[src/rtl/mem_stage.sv]
// Pipeline memory stage: EX/MEM latch, data-cache request sequencing, MEM/WB latch.
// Define LLSC_EN to enable the one-entry link register for LL/SC.
module mem_stage #(
    parameter int WORD_W = 32,
    parameter int REG_W  = 5
) (
    input  logic              CLK,
    input  logic              nRST,
    input  logic              ihit,
    input  logic              flush,
    input  logic [WORD_W-1:0] ex_aluout,
    input  logic [WORD_W-1:0] ex_rtdat,
    input  logic [WORD_W-1:0] ex_npc,
    input  logic              ex_dren,
    input  logic              ex_dwen,
    input  logic              ex_datomic,
    input  logic              ex_regwr,
    input  logic [1:0]        ex_regsel,
    input  logic [REG_W-1:0]  ex_regdst,
    input  logic              dhit,
    input  logic [WORD_W-1:0] dmemload,
    output logic              dmemREN,
    output logic              dmemWEN,
    output logic              datomic,
    output logic [WORD_W-1:0] dmemaddr,
    output logic [WORD_W-1:0] dmemstore,
    output logic              mem_stall,
    output logic              wb_regwr,
    output logic [REG_W-1:0]  wb_regdst,
    output logic [WORD_W-1:0] wb_wdat
);

`ifdef LLSC_EN
    localparam bit LLSC = 1'b1;
`else
    localparam bit LLSC = 1'b0;
`endif

    typedef enum logic [1:0] {IDLE, ACCESS, HOLD} state_t;

    state_t              state_q, state_d;
    logic [WORD_W-1:0]   aluout_q, aluout_d, rtdat_q, rtdat_d, npc_q, npc_d;
    logic                dren_q, dren_d, dwen_q, dwen_d, datomic_q, datomic_d;
    logic                regwr_q, regwr_d, sc_fail_q, sc_fail_d;
    logic [1:0]          regsel_q, regsel_d;
    logic [REG_W-1:0]    regdst_q, regdst_d;
    logic [WORD_W-1:0]   hold_q, hold_d;
    logic                link_valid_q, link_valid_d;
    logic [WORD_W-1:0]   link_addr_q, link_addr_d;
    logic                wb_regwr_q, wb_regwr_d;
    logic [REG_W-1:0]    wb_regdst_q, wb_regdst_d;
    logic [WORD_W-1:0]   wb_wdat_q, wb_wdat_d;

    logic              advance, op_ld, op_st, in_access, done, sc_fail_new, cap_mem;
    logic [WORD_W-1:0] ld_data, wdat_sel;

    always_comb begin
        in_access = (state_q == ACCESS);
        op_st     = dwen_q;
        op_ld     = dren_q & ~dwen_q;
        mem_stall = in_access & ~dhit;
        advance   = ihit & ~mem_stall;
        done      = in_access & dhit;

        dmemREN   = in_access & op_ld;
        dmemWEN   = in_access & op_st;
        datomic   = in_access & datomic_q;
        dmemaddr  = aluout_q;
        dmemstore = rtdat_q;

        ld_data = (state_q == HOLD) ? hold_q : dmemload;
        case (regsel_q)
            2'd1:    wdat_sel = ld_data;
            2'd2:    wdat_sel = npc_q;
            default: wdat_sel = aluout_q;
        endcase
        if (op_st & datomic_q)
            wdat_sel = {{(WORD_W-1){1'b0}}, ~sc_fail_q};
    end

    // Link register is updated when the access completes, so an SC captured on the
    // same edge as its LL's completion sees the new link via the _d values.
    always_comb begin
        link_valid_d = link_valid_q;
        link_addr_d  = link_addr_q;
        if (done) begin
            if (op_ld & datomic_q) begin
                link_valid_d = 1'b1;
                link_addr_d  = aluout_q;
            end else if (op_st & (datomic_q | (aluout_q == link_addr_q))) begin
                link_valid_d = 1'b0;
            end
        end
        sc_fail_new = LLSC & ex_dwen & ex_datomic
                      & ~(link_valid_d & (link_addr_d == ex_aluout));
        cap_mem     = ~flush & (ex_dren | ex_dwen) & ~sc_fail_new;
    end

    always_comb begin
        aluout_d  = aluout_q;
        rtdat_d   = rtdat_q;
        npc_d     = npc_q;
        dren_d    = dren_q;
        dwen_d    = dwen_q;
        datomic_d = datomic_q;
        regwr_d   = regwr_q;
        sc_fail_d = sc_fail_q;
        regsel_d  = regsel_q;
        regdst_d  = regdst_q;
        hold_d    = hold_q;
        state_d   = state_q;
        wb_regwr_d  = wb_regwr_q;
        wb_regdst_d = wb_regdst_q;
        wb_wdat_d   = wb_wdat_q;

        if (done & ~ihit)
            hold_d = dmemload;

        if (advance) begin
            wb_regwr_d  = regwr_q;
            wb_regdst_d = regdst_q;
            wb_wdat_d   = wdat_sel;
            state_d     = cap_mem ? ACCESS : IDLE;
            if (flush) begin
                aluout_d  = '0;
                rtdat_d   = '0;
                npc_d     = '0;
                dren_d    = 1'b0;
                dwen_d    = 1'b0;
                datomic_d = 1'b0;
                regwr_d   = 1'b0;
                sc_fail_d = 1'b0;
                regsel_d  = 2'd0;
                regdst_d  = '0;
            end else begin
                aluout_d  = ex_aluout;
                rtdat_d   = ex_rtdat;
                npc_d     = ex_npc;
                dren_d    = ex_dren;
                dwen_d    = ex_dwen;
                datomic_d = ex_datomic & LLSC;
                regwr_d   = ex_regwr;
                sc_fail_d = sc_fail_new;
                regsel_d  = ex_regsel;
                regdst_d  = ex_regdst;
            end
        end else if (done) begin
            state_d = HOLD;
        end
    end

    always_ff @(posedge CLK or negedge nRST) begin
        if (!nRST) begin
            state_q      <= IDLE;
            aluout_q     <= '0;
            rtdat_q      <= '0;
            npc_q        <= '0;
            dren_q       <= 1'b0;
            dwen_q       <= 1'b0;
            datomic_q    <= 1'b0;
            regwr_q      <= 1'b0;
            sc_fail_q    <= 1'b0;
            regsel_q     <= 2'd0;
            regdst_q     <= '0;
            hold_q       <= '0;
            link_valid_q <= 1'b0;
            link_addr_q  <= '0;
            wb_regwr_q   <= 1'b0;
            wb_regdst_q  <= '0;
            wb_wdat_q    <= '0;
        end else begin
            state_q      <= state_d;
            aluout_q     <= aluout_d;
            rtdat_q      <= rtdat_d;
            npc_q        <= npc_d;
            dren_q       <= dren_d;
            dwen_q       <= dwen_d;
            datomic_q    <= datomic_d;
            regwr_q      <= regwr_d;
            sc_fail_q    <= sc_fail_d;
            regsel_q     <= regsel_d;
            regdst_q     <= regdst_d;
            hold_q       <= hold_d;
            link_valid_q <= link_valid_d;
            link_addr_q  <= link_addr_d;
            wb_regwr_q   <= wb_regwr_d;
            wb_regdst_q  <= wb_regdst_d;
            wb_wdat_q    <= wb_wdat_d;
        end
    end

    assign wb_regwr  = wb_regwr_q;
    assign wb_regdst = wb_regdst_q;
    assign wb_wdat   = wb_wdat_q;

endmodule
[config.mk]
export PLATFORM = sky130hd
export DESIGN_NAME = mem_stage
export DESIGN_NICKNAME = d
export VERILOG_FILES = /design/src/rtl/mem_stage.sv
export SDC_FILE = /design/constraint.sdc
export NUM_CORES = 1
export LEC_CHECK = 0
export ABC_AREA = 1
export CORE_MARGIN = 8
export CORE_UTILIZATION = 42
export CTS_BUF_LIST = sky130_fd_sc_hd__clkbuf_4 sky130_fd_sc_hd__clkbuf_8 sky130_fd_sc_hd__clkbuf_16
export DETAILED_ROUTE_END_ITERATION = 8
export PLACE_DENSITY_LB_ADDON = 0.2
export REMOVE_ABC_BUFFERS = 1
export SYNTH_ARGS = -nofsm -noshare
export SYNTH_HDL_FRONTEND = slang
export SYNTH_SLANG_ARGS = --single-unit
[constraint.sdc]
create_clock -name CLK -period 1.64 [get_ports CLK]
set_clock_uncertainty 0.05 [all_clocks]
set_input_delay 0.164 -clock CLK [delete_from_list [all_inputs] [get_ports CLK]]
set_output_delay 0.164 -clock CLK [all_outputs]
set_load 0.005 [all_outputs]
==> results of run 1 <==
## power groups by stage
stage | Sequential (W) | Combinational [W] | Clock [W]
after global routing | 0.00558 | 0.00347 | 0.00460
after global placement | 0.00555 | 0.00303 | 0
after CTS | 0.00549 | 0.00314 | 0.00442
final | 0.00549 | 0.00307 | 0.00434
after floorplan | 0.00556 | 0.00123 | 0
after detailed placement | 0.00556 | 0.00309 | 0
## registers in the layout (all words and copies together) (netlist names), 5 cells and up
name       flops
npc_q         32
dmemaddr      32
wb_regdst      5
dmemstore     32
hold_q        32
regdst_q       5
wb_wdat       32
## through the flow
stage | TNS, ns | worst slack, ns | utilization, % | cells | area, sq um
floorplan | -232.56 | -1.79 | - | 990 | 7720
global placement | 0 | 0.0348 | 58.3 | 1504 | 11000
detailed placement | -0.0225 | -0.0119 | 58.3 | 1504 | 11000
CTS | -0.0140 | -0.00919 | 61.9 | 1541 | 11600
global route | 0 | 0.000851 | 61.9 | 1540 | 11600
finish | 0 | 0.0512 | 61.9 | 1540 | 11600
## worst max-delay path by stage
stage,startpoint,endpoint
after floorplan,state_q[1]$_DFFE_PN0P_,dmemaddr[0]$_DFFE_PN0P_
after global placement,dhit,regdst_q[4]$_DFFE_PN0P_
after detailed placement,dhit,dmemstore[7]$_DFFE_PN0P_
after CTS,state_q[0]$_DFFE_PN0P_,dmemREN
after global routing,state_q[0]$_DFFE_PN0P_,wb_wdat[9]$_DFFE_PN0P_
final,state_q[1]$_DFFE_PN0P_,mem_stall
## placed cells by master (no fill, tap or decap), types with 3 or more instances in the layout
| master | Yosys | routed |
|---|---|---|
| nand2_1 | 531 | 529 |
| clkdlybuf4s50_1 | 0 | 242 |
| dfrtp_1 | 178 | 177 |
| inv_1 | 74 | 73 |
| nor2_1 | 67 | 66 |
| nand3_1 | 64 | 64 |
| o21ai_0 | 34 | 34 |
| a21oi_1 | 32 | 32 |
| buf_4 | 20 | 19 |
| clkbuf_16 | 0 | 17 |
| buf_12 | 0 | 16 |
| inv_6 | 0 | 6 |
| bufinv_16 | 0 | 3 |
| inv_8 | 0 | 3 |
## logic make-up (layout without fill, tap and decap cells)
family                     after synthesis  count (layout)  synth area share, %
and+or+nand+nor                        666             666                 32.4
DFF                                    178             178                 55.4
buffers and inverters                  136             391                 7.60
AOI/OAI and AO/OA                       68              68                 4.31
adders and majority gates                2               2                0.311
other                                    1               1               0.0466
## layer usage
layer / up-vias / part of all wire [%] / global-route usage [%]
met3: 19 / 8.8 / 7.47
met1: 3360 / 44 / 25.0
met2: 204 / 46 / 31.6
met5: - / 0 / 0
li1: 3673 / - / -
met4: 0 / 1.0 / 5.09
## area by class of cell
class / count / area, sq um / area share (%)
clock buffer: 17 / 425 / 3.66
clock inverter: 15 / 194 / 1.67
inverter: 75 / 282 / 2.42
multi-input combinational: 737 / 3020 / 26.0
sequential: 178 / 4460 / 38.4
tap: 234 / 293 / 2.52
timing repair buffer: 284 / 2950 / 25.4
## timing repair
action                                 CTS  global route
endpoints found under the hold margin  155             0
setup endpoints to repair                4             4
pin swaps                                1             3
setup buffers                            4             0
hold buffers                             1             0
resized for setup                       14             2
==> reports/metrics.yaml, run 1 <==
sta:
  slew_violations: 0
  layout_min_cycle_time_ns: 1.59
  max_freq_ghz: 0.629
  whs_ns: 0.166
  period_share_pct: 96.9
  setup_viol: 0
  rsz0062_at_grt: "false"
  finalHoldViolCount: 0
floorplanning:
  fp-row-count: 50
  die_area_sq_um: 23800
  design.core.area_sq_um: 18800
  chipHeight_um: 154
  die_x_um: 154
  start_util_pct: 42.9
  ios: 250
routing:
  vias_per_cell: 4.71
  ant_nets: 0
  vias: 7256
  wirelength_um: 23300
  route.detailed.drc: 0
  drt_iter0_markers: 307
  routed_wire_length_per_instance_um: 15.1
  drt_pass1_iterations: 4
synthesis:
  ys_ff_latch: 178
  synth_cells: 1051
  synthTopCellsByCount: "nand2_1, dfrtp_1, inv_1"
  yosysMostFrequentCell: "nand2_1"
  synth_warnings: 0
  synth_edf_count: 0
  async_flop_share_pct: 100
  synth_largest_area_cell: "dfrtp_1"
  ys_types: 20
  syn-cell-area_sq_um: 8050
  synth.area.top_cells: "dfrtp_1, nand2_1, nand3_1"
  synth_top_area_share_pct: 55.4
  synth_seq_area_share_pct: 55.4
  yosys_most_used_dff: "dfrtp_1"
  syn_area_per_cell_sq_um: 7.66
global_route:
  grt_usage_pct: 19.8
  grt_max_degree: 64
  grt_pass1_vias: 7438
  grt_antenna_before_repair: 0
  grt.overflow.total: 0
  grt_pass1_wl_um: 38300
hold_path:
  hold_path.class: "input pin to asynchronous set/reset pin"
setup_path:
  crit_fanout: 3
  start_kind: "flop"
  reg2reg_slack_ns: 0.14
  path_cells: "nor2_4, nand2_4, inv_1, dlygate4sd2_1"
  critical_path_required_ns: 1.43
  slowest_stage: "dfrtp_2"
  worstPathArrival_ns: 1.37
  reg2regPathDepth: 10
  r2r_start: "state_q[0]$_DFFE_PN0P_"
  cp_top_family: "flip-flops"
  endpoint_kind: "output port"
  crit_type: "flop to output port"
  cp.buffers_inverters: 2
  slowest_delay_ns: 0.42
  r2r_end: "wb_wdat[22]$_DFFE_PN0P_"
  worst-path-stages: 4
pwr:
  switching_share_pct: 28.8
  p_clk_share_pct: 33.6
  combPwrFrac_pct: 23.8
  netSwitchingPower_w: 0.00372
  p_seq_share_pct: 42.6
  powerDensity_nw_per_um2: 1110
  power_leakage_nw: 5.95
  peakVddDrop_mv: 0.669
  p_total_w: 0.0129
  p_int_w: 0.00918
run:
  cap_violations: 0
layout:
  fillCellCount: 1656
  n_antenna_cell: 0
  fin_nets: 1439
  drive_above_1_share_pct: 6.36
  area_delta_synth_final_pct: 44.3
clocking:
  cts_made_buffers: 17
  cts_max_level: 4
  cts_tree: "built"
  cts_root_buf: "clkbuf_16"
  clockBufferDepth: 2
  clock-sinks: 178
  path_clk_slew_ns: 0.07
  clock_latency_ns: 0.43
status:
  run_status: "completed"
placement:
  dp.final_hpwl_um: 16100
  gp_congestion: 0.764
  port_buffers: 247
Power figures use the tool's default switching activity.
==> inputs of run 2 (changes only) <==
--- a/config.mk
+++ b/config.mk
@@ -10,7 +10,7 @@
 export CORE_UTILIZATION = 42
 export CTS_BUF_LIST = sky130_fd_sc_hd__clkbuf_4 sky130_fd_sc_hd__clkbuf_8 sky130_fd_sc_hd__clkbuf_16
 export DETAILED_ROUTE_END_ITERATION = 8
-export PLACE_DENSITY_LB_ADDON = 0.2
+export PLACE_DENSITY = 0.73
 export REMOVE_ABC_BUFFERS = 1
 export SYNTH_ARGS = -nofsm -noshare
 export SYNTH_HDL_FRONTEND = slang
==> reports/metrics.yaml, run 2 (synthesized netlist as in run 1, its figures left out) <==
floorplanning:
  fp-row-count: 50
  design.core.area_sq_um: 18800
  die_area_sq_um: 23800
  start_util_pct: 42.9
  ios: 250
  die_x_um: 154
  chipHeight_um: 154
routing:
  vias_per_cell: 4.80
  vias: 7452
  route.detailed.drc: 0
  routed_wire_length_per_instance_um: 15.8
  drt_iter0_markers: 399
  wirelength_um: 24500
  ant_nets: 0
  drt_pass1_iterations: 5
clocking:
  clock_latency_ns: 0.42
  clock-sinks: 178
  clockBufferDepth: 2
  cts_max_level: 4
  cts_root_buf: "clkbuf_16"
  path_clk_slew_ns: 0.07
  cts_tree: "built"
  cts_made_buffers: 17
layout:
  final_common_cell: "nand2_1"
  fin_area_sq_um: 11800
  fillCellCount: 1640
  n_antenna_cell: 0
  fin_nets: 1453
  final_util_pct: 62.9
  area_delta_synth_final_pct: 46.6
  drive_above_1_share_pct: 7.05
  layout_common_cells: "nand2_1, clkdlybuf4s50_1, dfrtp_1"
global_route:
  grt.overflow.total: 0
  grt_max_degree: 62
  grt_pass1_vias: 7595
  grt_usage_pct: 20.5
  grt_antenna_before_repair: 0
  grt_pass1_wl_um: 39500
pwr:
  powerDensity_nw_per_um2: 1100
  power_leakage_nw: 6.05
  peakVddDrop_mv: 0.662
  p_total_w: 0.0130
setup_path:
  critical_path_required_ns: 1.43
  worstPathArrival_ns: 1.40
  crit_type: "flop to output port"
  reg2regPathDepth: 10
  crit_fanout: 2
  reg2reg_slack_ns: 0.06
  endpoint_kind: "output port"
  r2r_start: "state_q[1]$_DFFE_PN0P_"
  r2r_end: "npc_q[4]$_DFFE_PN0P_"
  start_kind: "flop"
sta:
  layout_min_cycle_time_ns: 1.61
  finalHoldViolCount: 0
  tns_ns: 0
  setup_viol: 0
  slew_violations: 0
  max_freq_ghz: 0.621
  rsz0062_at_grt: "true"
  period_share_pct: 98.2
  whs_ns: 0.101
run:
  cap_violations: 0
hold_path:
  hold_path.class: "input pin to asynchronous set/reset pin"
placement:
  place_area_sq_um: 11000
  port_buffers: 247
  dp.final_hpwl_um: 16900
  gp_congestion: 0.765
status:
  run_status: "completed"
run 2: how the worst max path moves through the flow:
stage,startpoint,end,slack (ns),cells after the start
6_report,state_q[1]$_DFFE_PN0P_,mem_stall,0.03,6
5_1_grt,state_q[1]$_DFFE_PN0P_,mem_stall,-0.03,6
4_1_cts,state_q[0]$_DFFE_PN0P_,mem_stall,0.003,7
3_5_place_dp,dhit,npc_q[3]$_DFFE_PN0P_,-0.04,8
3_3_place_gp,dhit,mem_stall,-0.007,6
2_1_floorplan,state_q[1]$_DFFE_PN0P_,dmemaddr[0]$_DFFE_PN0P_,-1.79,6
run 2: final cells by class:
type                    instances  area, sq um  area share (%)
flip-flops and latches        178         4450            37.7
multi-input cells             737         3010            25.5
repair buffers                298         3150            26.7
well taps                     234          293            2.48
inverters                      75          282            2.39
clock buffers                  19          440            3.73
clock inverters                13          173            1.46
run 2: where the power goes:
part / switching [W] / total (W) / internal (W)
Sequential: 0.000408 / 0.00551 / 0.00510
Clock: 0.00183 / 0.00430 / 0.00247
Combinational: 0.00150 / 0.00317 / 0.00168
run 2: per-stage QoR:
stage          setup slack (ns)  std cells
2_1_floorplan             -1.79        990
3_3_place_gp           -0.00659       1512
3_5_place_dp            -0.0417       1512
4_1_cts                 0.00281       1546
5_1_grt                 -0.0252       1554
6_report                 0.0301       1554
run 2: metal layers:
| metal | vias to the layer above | GRT usage (%) | wire (um) | share of wire [%] |
|---|---|---|---|---|
| li1 | 3697 | - | - | - |
| met1 | 3492 | 26.2 | 10800 | 44 |
| met2 | 239 | 31.7 | 11200 | 46 |
| met3 | 24 | 7.80 | 2180 | 8.9 |
| met4 | 0 | 6.02 | 278 | 1.1 |
| met5 | - | 0 | 0 | 0 |
run 2: timing repair:
action,CTS,global route
setup buffers,1,6
cloned,0,2
endpoints found under the setup margin,3,53
pin swaps,2,1
hold endpoints to repair,178,0
hold buffers,1,0
gates resized for setup,9,11
run 2: critical path, stage by stage (launching register included):
cell	delay [ns]
dfrtp_1	0.41
nor2_4	0.14
buf_6	0.13
nand2_8	0.06
buf_6	0.12
inv_2	0.04
buf_6	0.08
==> inputs of run 3 (changes only) <==
--- a/config.mk
+++ b/config.mk
@@ -9,6 +9,7 @@
 export CORE_MARGIN = 8
 export CORE_UTILIZATION = 42
 export CTS_BUF_LIST = sky130_fd_sc_hd__clkbuf_4 sky130_fd_sc_hd__clkbuf_8 sky130_fd_sc_hd__clkbuf_16
+export CTS_CLUSTER_SIZE = 25
 export DETAILED_ROUTE_END_ITERATION = 8
 export PLACE_DENSITY = 0.73
 export REMOVE_ABC_BUFFERS = 1
==> constraint.sdc (replaced) <==
create_clock -name CLK -period 1.3 [get_ports CLK]
set_clock_uncertainty 0.05 [all_clocks]
set_input_delay 0.13 -clock CLK [delete_from_list [all_inputs] [get_ports CLK]]
set_output_delay 0.13 -clock CLK [all_outputs]
set_load 0.005 [all_outputs]
==> reports/metrics.yaml, run 3 (synthesized netlist as in run 1, its figures left out) <==
status:
  run_status: "finished with violations"
  violations: "negative setup slack"
floorplanning:
  start_util_pct: 42.9
  design.core.area_sq_um: 18800
  die_x_um: 154
  chipHeight_um: 154
  ios: 250
  die_area_sq_um: 23800
  fp-row-count: 50
routing:
  route.detailed.drc: 0
  drt_pass1_iterations: 4
  ant_nets: 0
  vias: 8041
  vias_per_cell: 4.93
  drt_iter0_markers: 429
  wirelength_um: 29400
  routed_wire_length_per_instance_um: 18.0
clocking:
  clock_latency_ns: 0.42
  cts_max_level: 4
  cts_tree: "built"
  cts_root_buf: "clkbuf_16"
  cts_made_buffers: 17
  clockBufferDepth: 2
  path_clk_slew_ns: 0.07
  clock-sinks: 178
placement:
  place_area_sq_um: 11200
  port_buffers: 247
  dp.final_hpwl_um: 17200
  gp_congestion: 0.784
setup_path:
  path_cells: "inv_2, nor2_4, buf_6, nand2_4, buf_6, nand2_8, nor2_4, buf_6, buf_12, buf_12, nand2_2, nand2_1"
  reg2regPathDepth: 12
  crit_type: "flop to flop"
  worstPathArrival_ns: 2.04
  worst-path-stages: 12
  slowest_delay_ns: 0.40
  slowest_stage: "dfrtp_1"
  critical_path_required_ns: 1.61
  cp.buffers_inverters: 6
  cp_top_family: "buffers and inverters"
  cpMostUsedCell: "buf_6"
  crit_fanout: 8
  start_kind: "flop"
  endpoint_kind: "flop"
layout:
  drive_above_1_share_pct: 20.6
  n_antenna_cell: 0
  fin_nets: 1531
  final_common_cell: "nand2_1"
  fin_area_sq_um: 13200
  area_delta_synth_final_pct: 64.1
  layout_common_cells: "nand2_1, dfrtp_1, clkdlybuf4s50_1"
sta:
  whs_ns: 0.0725
  rsz0062_at_grt: "true"
  fin_ws_ns: -0.437
  finalHoldViolCount: 0
  period_share_pct: 134
  setup_viol: 181
  slew_violations: 0
  max_freq_ghz: 0.576
  layout_min_cycle_time_ns: 1.74
global_route:
  grt.overflow.total: 0
  grt_pass1_vias: 7952
  grt_max_degree: 42
  grt_usage_pct: 22.1
  grt_pass1_wl_um: 42000
  grt_antenna_before_repair: 0
hold_path:
  hold_path.class: "input pin to asynchronous set/reset pin"
run:
  cap_violations: 0
pwr:
  powerDensity_nw_per_um2: 1280
  power_leakage_nw: 7.07
  peakVddDrop_mv: 0.942
## run 3: changes by cell type in the layout (fill, tap and decap cells not counted), moves of 37 or more
cell | previous run | this run
dlygate4sd2_1 | 2 | 92
nand2_2 | 1 | 57
clkdlybuf4s50_1 | 242 | 141
buf_4 | 24 | 61
nand2_1 | 530 | 445
## run 3: final timing paths
path | startpoint | endpoint | slack [ns]
worst max-delay path | state_q[0]$_DFFE_PN0P_ | dmemaddr[23]$_DFFE_PN0P_ | -0.44
worst min-delay path | nRST | wb_wdat[10]$_DFFE_PN0P_ | 0.07
max in group asynchronous | nRST | npc_q[30]$_DFFE_PN0P_ | 0.56
worst max register to register | state_q[0]$_DFFE_PN0P_ | dmemaddr[23]$_DFFE_PN0P_ | -0.44
min in group CLK | ex_aluout[5] | dmemaddr[5]$_DFFE_PN0P_ | 0.18
worst min register to register | wb_wdat[8]$_DFFE_PN0P_ | wb_wdat[8]$_DFFE_PN0P_ | 0.41
## run 3: what timing repair did
item	in CTS	in global routing
endpoints found under the setup margin	251	230
setup buffers	35	9
pin swaps	7	34
cloned	7	19
gates resized for setup	157	182
hold buffers	1	0
hold endpoints to repair	178	0
## run 3: worst reg2reg max path: stages, from the launching register on
cell	delay [ns]
dfrtp_1	0.40
inv_2	0.10
nor2_4	0.05
buf_6	0.12
nand2_4	0.05
buf_6	0.11
nand2_8	0.06
nor2_4	0.15
buf_6	0.15
buf_12	0.16
buf_12	0.16
nand2_2	0.05
nand2_1	0.07
## run 3: metrics by stage
step	std cells	util [%]	power, W	worst slack [ns]	TNS, ns
2_1_floorplan	990	-	0.00857	-2.13	-293.08
4_1_cts	1605	65.1	0.0163	-0.320	-36.29
6_report	1631	70.4	0.0169	-0.437	-54.20
3_3_place_gp	1531	59.7	0.0110	-0.276	-39.09
5_1_grt	1631	70.4	0.0178	-0.478	-63.86
3_5_place_dp	1531	59.7	0.0111	-0.320	-41.94
## run 3: final cells by class
cell class | count | area [sq um]
Clock inverter | 11 | 130
Timing Repair Buffer | 375 | 4070
Tap cell | 234 | 293
Multi-Input combinational cell | 738 | 3520
Clock buffer | 20 | 454
Sequential cell | 178 | 4450
Fill cell | 1459 | 5560
Inverter | 75 | 282
## run 3: power by group
group	internal (W)	switching (W)	total (W)
sequential	0.00643	0.000557	0.00699
combinational	0.00239	0.00230	0.00469
clock	0.00294	0.00226	0.00519
## run 3: layer usage
layer	vias up	share of wire [%]	GRT usage (%)
met2	295	46	35.0
met1	3824	43	27.7
met5	-	0	0
met4	0	2.0	6.67
met3	45	8.6	7.94
li1	3877	-	-
